### src/rtl/ber_monitor_4_ask_pkg.sv
`default_nettype none
// ---------------------------------------------------------------------------
// ber_monitor_4_ask_pkg : shared defaults and FSM encoding for the BER monitor
// Revision 1.0
// ---------------------------------------------------------------------------
package ber_monitor_4_ask_pkg;

  localparam int LFSR_LEN          = 12;
  localparam int DEF_LOCK_THRESH   = 16;
  localparam int DEF_UNLOCK_THRESH = 1024;
  localparam int DEF_WIN_CNT_W     = 8;

  typedef enum logic [0:0] {
    ST_WAIT_SYNC = 1'b0,
    ST_MEASURE   = 1'b1
  } ber_state_e;

endpackage
`default_nettype wire

### src/rtl/ber_monitor_4_ask_sat_counter.sv
`default_nettype none
// ---------------------------------------------------------------------------
// sat_counter : accumulator that sticks at all-ones; q_next exposes the value
// the counter would take this step so the owner can latch it. Revision 1.0
// ---------------------------------------------------------------------------
module sat_counter #(
  parameter int W     = 8,
  parameter int INC_W = 1
) (
  input  logic             clk,
  input  logic             reset_n,
  input  logic             en,
  input  logic             clr,
  input  logic [INC_W-1:0] inc,
  output logic [W-1:0]     q,
  output logic [W-1:0]     q_next
);

  logic [W:0] sum;

  always_comb begin
    sum    = {1'b0, q} + {{(W + 1 - INC_W){1'b0}}, inc};
    q_next = sum[W] ? {W{1'b1}} : sum[W-1:0];
  end

  always_ff @(posedge clk or negedge reset_n) begin
    if (!reset_n) begin
      q <= '0;
    end else if (en) begin
      q <= clr ? '0 : q_next;
    end
  end

endmodule
`default_nettype wire

### src/rtl/ber_monitor_4_ask.sv
`default_nettype none
// ---------------------------------------------------------------------------
// ber_monitor_4_ask : per-window symbol/bit error counting with lock hysteresis
// Revision 1.0
// ---------------------------------------------------------------------------
module ber_monitor_4_ask
  import ber_monitor_4_ask_pkg::*;
#(
  parameter int CNT_W         = LFSR_LEN,
  parameter int LOCK_THRESH   = DEF_LOCK_THRESH,
  parameter int UNLOCK_THRESH = DEF_UNLOCK_THRESH,
  parameter int WIN_CNT_W     = DEF_WIN_CNT_W
) (
  input  logic                 clk,
  input  logic                 reset_n,
  input  logic                 sym_clk_en,
  input  logic                 hold,
  input  logic [1:0]           rx_data,
  input  logic [1:0]           tx_data_ref,
  output logic [CNT_W-1:0]     sym_err_cnt,
  output logic [CNT_W:0]       bit_err_cnt,
  output logic [CNT_W-1:0]     sym_cnt,
  output logic                 win_valid,
  output logic [WIN_CNT_W-1:0] win_cnt,
  output logic                 locked,
  output logic                 measuring
);

  ber_state_e       state, state_next;
  logic             acc_en;
  logic             close_win;
  logic [1:0]       diff;
  logic [1:0]       bit_inc;
  logic             sym_inc;
  logic [CNT_W-1:0] sym_q, sym_nx;
  logic [CNT_W-1:0] serr_q, serr_nx;
  logic [CNT_W:0]   berr_q, berr_nx;

  always_comb begin
    diff    = rx_data ^ tx_data_ref;
    bit_inc = {1'b0, diff[1]} + {1'b0, diff[0]};
    sym_inc = |diff;
  end

  always_ff @(posedge clk or negedge reset_n) begin
    if (!reset_n) state <= ST_WAIT_SYNC;
    else          state <= state_next;
  end

  always_comb begin
    state_next = state;
    acc_en     = 1'b0;
    close_win  = 1'b0;
    measuring  = (state == ST_MEASURE);
    case (state)
      ST_WAIT_SYNC: if (sym_clk_en && hold) state_next = ST_MEASURE;
      ST_MEASURE: begin
        acc_en    = sym_clk_en;
        close_win = sym_clk_en && hold;
      end
      default: state_next = ST_WAIT_SYNC;
    endcase
  end

  sat_counter #(.W(CNT_W), .INC_W(1)) u_sym_acc (
    .clk(clk), .reset_n(reset_n), .en(acc_en), .clr(close_win),
    .inc(1'b1), .q(sym_q), .q_next(sym_nx)
  );

  sat_counter #(.W(CNT_W), .INC_W(1)) u_serr_acc (
    .clk(clk), .reset_n(reset_n), .en(acc_en), .clr(close_win),
    .inc(sym_inc), .q(serr_q), .q_next(serr_nx)
  );

  sat_counter #(.W(CNT_W + 1), .INC_W(2)) u_berr_acc (
    .clk(clk), .reset_n(reset_n), .en(acc_en), .clr(close_win),
    .inc(bit_inc), .q(berr_q), .q_next(berr_nx)
  );

  // Latched results capture the accumulators including the closing symbol.
  always_ff @(posedge clk or negedge reset_n) begin
    if (!reset_n) begin
      sym_err_cnt <= '0;
      bit_err_cnt <= '0;
      sym_cnt     <= '0;
      win_valid   <= 1'b0;
      win_cnt     <= '0;
      locked      <= 1'b0;
    end else begin
      win_valid <= close_win;
      if (close_win) begin
        sym_err_cnt <= serr_nx;
        bit_err_cnt <= berr_nx;
        sym_cnt     <= sym_nx;
        win_cnt     <= win_cnt + WIN_CNT_W'(1);
        if (32'(serr_nx) < LOCK_THRESH)        locked <= 1'b1;
        else if (32'(serr_nx) > UNLOCK_THRESH) locked <= 1'b0;
      end
    end
  end

endmodule
`default_nettype wire
### config.mk
export PLATFORM = sky130hd
export DESIGN_NAME = ber_monitor_4_ask
export DESIGN_NICKNAME = d
export VERILOG_FILES = /design/src/rtl/ber_monitor_4_ask_pkg.sv /design/src/rtl/ber_monitor_4_ask_sat_counter.sv /design/src/rtl/ber_monitor_4_ask.sv
export SDC_FILE = /design/constraint.sdc
export NUM_CORES = 1
export LEC_CHECK = 0
export BUFFER_PORTS_ARGS = -buffer_cell sky130_fd_sc_hd__buf_4
export CORE_UTILIZATION = 40
export DETAILED_ROUTE_END_ITERATION = 6
export RECOVER_POWER = 25
export SYNTH_ARGS = -nofsm -noshare
export SYNTH_HDL_FRONTEND = slang
export SYNTH_SLANG_ARGS = --single-unit
### constraint.sdc
create_clock -name clk -period 6.05 [get_ports clk]
set_clock_uncertainty 0.15 [all_clocks]
set_input_delay 1.21 -clock clk [delete_from_list [all_inputs] [get_ports clk]]
set_output_delay 1.21 -clock clk [all_outputs]
set_load 0.02 [all_outputs]
== Word-level counts from Yosys, hierarchy flattened ==
Index checks and enable logic that the tools add are counted.
Operators by class
  add/sub/neg operators: 5
  reductions and logical operators: 4
  order comparisons: 2
  muxes and demuxes: 12
  bitwise gates (word level): 1
Operators by type and width (count)
  two-way mux 12 bit: 4
  two-way mux 13 bit: 2
  adder 13 x 2 -> 14 bit: 1
  adder 12 x 1 -> 13 bit: 1
  adder 12 x 1 -> 13 bit (second input constant): 1
  > comparator 12 x 11 -> 1 bit (second input constant): 1
  less-than comparator 12 x 5 -> 1 bit (second input constant): 1
  adder 8 x 1 -> 8 bit (second input constant): 1
  two-way mux 1 bit: 6
  adder 1 x 1 -> 2 bit: 1
  AND reduction 2 bit: 1
  nonzero test 2 bit: 1
  OR reduction 2 bit: 1
  bitwise XOR 2 bit: 1
  logical AND 1 bit: 1
Storage, ports and cells
  word-level logic and storage cells: 34
  bits of input ports: 8
  flip-flop bits (word level): 85

== Longest topological paths before layout ==
  depth after elaboration: 7
  mapped depth: 10

== Hierarchy ==
A second synthesis with hierarchy kept.
Unflattened totals
  cell total of the unflattened synthesis: 530
  area total of the unflattened synthesis: 4685.7 um^2
By module, submodules not included
  ber_monitor_4_ask: area an instance 1946.9 um^2, instances 1, sequential area each 1201.2 um^2, cells an instance 208
  sat_counter (u_serr_acc ...): area an instance 862.1 um^2, instances 2, sequential area each 300.3 um^2, cells an instance 99
  sat_counter (u_berr_acc): area an instance 1014.7 um^2, instances 1, sequential area each 325.3 um^2, cells an instance 124

== Worst setup path after synthesis ==
Ideal clock, no wire load.
  path type: input to register
  start point: input tx_data_ref[0]
  end point: register bit_err_cnt[12]
  data arrival time: 3.194 ns
  buffers on the path: 1
  data required time: 5.805 ns
  path slack: 2.611 ns
  cell stages on the path: 9
  library setup time: 0.095 ns
  path through: xor2_1 -> fa_1 -> ha_1 -> and4_1 -> clkbuf_1 -> and3_2 -> and3_1 -> and3_1 -> o31ai_1
Between the ends
  longest elaborated chain between the ends: 4
Ends and longest elaborated chain
  start, declared: line ber_monitor_4_ask.sv:19  | input logic [1:0] tx_data_ref,
  bitwise XOR 2 bit: line ber_monitor_4_ask.sv:40  | diff = rx_data ^ tx_data_ref;
  adder 1 x 1 -> 2 bit: line ber_monitor_4_ask.sv:41  | bit_inc = {1'b0, diff[1]} + {1'b0, diff[0]};
  adder 13 x 2 -> 14 bit: line ber_monitor_4_ask_sat_counter.sv:22  | sum = {1'b0, q} + {{(W + 1 - INC_W){1'b0}}, inc};
  two-way mux 13 bit: line ber_monitor_4_ask_sat_counter.sv:23  | q_next = sum[W] ? {W{1'b1}} : sum[W-1:0];
  end signal, assigned: line ber_monitor_4_ask.sv:93  | bit_err_cnt <= berr_nx;
  end, declared: line ber_monitor_4_ask.sv:21  | output logic [CNT_W:0] bit_err_cnt,
Every way passes these cells.
A chain may end at the register's enable or synchronous reset.

== Worst setup path in the final report ==
  start point: input hold
  end point: register win_cnt[7]
Between the ends
  longest elaborated chain between the ends: 2
Ends and longest elaborated chain
  start, declared: line ber_monitor_4_ask.sv:17  | input logic hold,
  logical AND 1 bit: line ber_monitor_4_ask.sv:59  | close_win = sym_clk_en && hold;
  two-way mux 1 bit: line ber_monitor_4_ask.sv:55  | case (state)
  end signal, assigned: line ber_monitor_4_ask.sv:95  | win_cnt <= win_cnt + WIN_CNT_W'(1);
  end, declared: line ber_monitor_4_ask.sv:24  | output logic [WIN_CNT_W-1:0] win_cnt,
Every way passes these cells.

==> results.py <==
metrics = {
    "global_route": {
        "grt_max_degree": 82,
        "grt_pass1_wl_microns": 16000,
        "met3_usage_pct": 3.12,
        "grt_usage_pct": 18.3,
        "grt_pass1_vias": 3243,
        "grt_util_met2_pct": 28.2,
        "use_met1_pct": 25.2,
        "antenna_found_initial": 0,
        "grt-ovfl-total": 0,
        "grt_busiest_layer": "met2",
    },
    "floorplan": {
        "io_pins": 56,
        "start_util_pct": 41.2,
        "core_region_area_sq_um": 10300,
        "fp-row-count": 37,
        "die_area_sq_um": 11100,
        "die_w_microns": 105,
        "fp.dieH_microns": 105,
    },
    "clock_tree": {
        "cts_max_level": 3,
        "cts_tree": "done",
        "cts_setup_buffers": 0,
        "path_clk_slew_ns": 0.08,
        "clock_latency_ns": 0.36,
        "hold_buffers": 0,
        "cts-root-buf": "clkbuf_8",
        "cts-resized-gates": 0,
        "clk_path_buf_depth": 2,
        "clkSinkCount": 85,
        "numCtsBuffers": 9,
    },
    "synth": {
        "avgSynthCellArea_sq_um": 9.52,
        "synth_most_common_cell": "dfrtp_1",
        "synth_area_sq_um": 4250,
        "netlist_instances": 447,
        "synth.area.top_cells": "dfrtp_1 50%, a21oi_1 5.1%, nand2_1 4.7%",
        "synth_edf_count": 0,
        "synth_common_cells": "85 x dfrtp_1, 53 x nand2_1, 43 x a21oi_1",
        "yosys_warnings": 0,
        "ys.flop_type": "dfrtp_1",
        "syn_nets": 461,
        "ys_types": 49,
        "synth_top_area_cell": "dfrtp_1",
        "synth_top_area_share_pct": 50.0,
        "yosysSeqAreaShare_pct": 50.0,
        "yosys_register_bits": 85,
        "synthArstFlopShare_pct": 100,
    },
    "detailed_routing": {
        "drtIter0Drc": 175,
        "first_pass_iters": 4,
        "wl_per_cell_microns": 15.0,
        "antenna_left": 0,
        "finalWirelength_microns": 9330,
        "vias_per_cell": 5.45,
        "vias": 3397,
        "drc_errors": 0,
    },
    "worst_setup_path": {
        "cp_num_cells": 8,
        "crit_chain": "clkbuf_1 > nand2_1 > buf_4 > inv_1 > and3_1 > nand4_1 > nor2_1 > xor2_1",
        "critPathKind": "input port to flop",
        "cp_top_family": "buffers and inverters",
        "cp.arrival_ns": 3.72,
        "cp_slowest_cell": "clkbuf_1",
        "cp-start-kind": "input port",
        "cp.required_ns": 6.18,
        "ff2ff_path_depth": 9,
        "crit_buf_inv": 3,
        "end_kind": "flop",
        "critPathMaxFanout": 41,
        "cpPeakStageDelay_ns": 0.98,
    },
    "final_layout": {
        "antennaDiodeCount": 0,
        "drive_gt1_share_pct": 17.7,
        "area_growth_pct": 14.1,
        "nets": 497,
        "layoutNonFillerInstCount": 623,
        "final_cell_area_sq_um": 4850,
        "final_core_util_pct": 47.0,
    },
    "sta": {
        "rsz0062_at_grt": "false",
        "fmax_mhz": 278,
        "tightestPinTransition_ns": 2.01,
        "min_period_ns": 3.59,
        "maxSlewViolCount": 82,
        "hold_violations": 0,
        "timing.final.crit_share_pct": 59.4,
        "setup_viol": 0,
        "final.setup.tns_ns": 0,
        "slew_headroom_pct": -34.2,
    },
    "power_and_ir_drop": {
        "cellLeakagePower_nw": 2.16,
        "ir_drop_mv": 0.139,
        "total_power_w": 0.00129,
        "power_density_nw_per_um2": 267,
    },
    "placed_design": {
        "dp.final_hpwl_microns": 6010,
        "gp_congestion": 0.847,
        "numPortBuffers": 55,
        "placed_cells": 608,
        "dpl_cell_area_sq_um": 4700,
    },
    "run": {
        "maxCapViolations": 1,
    },
    "run_status": {
        "status": "complete, but fails checks",
        "violations": "capacitance limit, slew limit",
    },
    "min_path": {
        "hold_class": "flop to flop",
        "hold_depth": 1,
    },
}
[where the power goes]
group | leakage, nW | switching, W | internal, W | total [W]
Combinational | 0.962 | 0.000153 | 0.000112 | 0.000265
Clock | 0.0768 | 0.000195 | 0.000159 | 0.000355
Sequential | 1.12 | 0.0000506 | 0.000624 | 0.000674
[kinds of logic after synthesis]
family                   synth area share (%)
flip-flops                               50.0
AND/OR/NAND/NOR                          17.0
adder cells (fa/ha/maj)                  1.94
XOR/XNOR                                 5.56
multiplexers                             1.41
buffers and inverters                    4.09
AO/OA/AOI/OAI                            20.0
[state kept, by name (all words and copies together) (netlist names)]
register / flops
u_serr_acc.q: 12
measuring: 1
locked: 1
sym_err_cnt: 12
win_cnt: 8
u_sym_acc.q: 12
win_valid: 1
u_berr_acc.q: 13
sym_cnt: 12
bit_err_cnt: 13
[layout make-up]
type / count / area, sq um
inverters: 3 / 11.3
flip-flops and latches: 85 / 2130
fillers: 1011 / 5470
clock buffers: 14 / 153
multi-input cells: 325 / 1950
repair buffers: 59 / 433
well taps: 136 / 170
clock inverters: 1 / 7.51
[metal layers]
layer / vias to the layer above / share of wire [%]
met5: - / 0
met4: 0 / 2.1
met2: 75 / 46
li1: 1678 / -
met1: 1631 / 48
met3: 13 / 3.8
[worst paths after layout]
path / start / endpoint / slack [ns]
setup reg to reg: measuring / win_cnt[7] / 3.44
max in group asynchronous: reset_n / u_serr_acc.q[3] / 3.01
setup / recovery: hold / win_cnt[7] / 2.46
min in group asynchronous: reset_n / win_cnt[6] / 0.52
hold reg to reg: win_cnt[7] / win_cnt[7] / 0.32
hold / removal: win_cnt[7] / win_cnt[7] / 0.32
[placed cells by master (no fill, tap or decap), types with 4 or more instances in the layout]
cell | synthesis | routed
a21oi_1 | 43 | 43
a31o_2 | 9 | 9
a31oi_1 | 19 | 19
a41oi_1 | 4 | 4
and3_1 | 9 | 9
and4_1 | 5 | 5
buf_4 | 1 | 56
clkbuf_1 | 22 | 6
clkbuf_8 | 0 | 10
dfrtp_1 | 85 | 85
ha_1 | 5 | 5
mux2i_1 | 6 | 6
nand2_1 | 53 | 53
nand2b_1 | 4 | 4
nand3_1 | 13 | 13
nand4_1 | 9 | 9
nor2_1 | 35 | 35
nor3_1 | 5 | 5
o21a_1 | 5 | 5
o21ai_0 | 31 | 31
o22a_1 | 6 | 6
o31ai_1 | 6 | 6
xnor2_1 | 15 | 15
xor2_1 | 12 | 12
[stage by stage]
| stage | hold WS, ns | setup WS (ns) |
|---|---|---|
| 2_1_floorplan | 0.306 | 2.61 |
| 3_3_place_gp | 0.308 | 2.47 |
| 3_5_place_dp | 0.308 | 2.37 |
| 4_1_cts | 0.323 | 2.77 |
| 5_1_grt | 0.365 | 2.12 |
| 6_report | 0.318 | 2.46 |
Power figures use the tool's default switching activity.
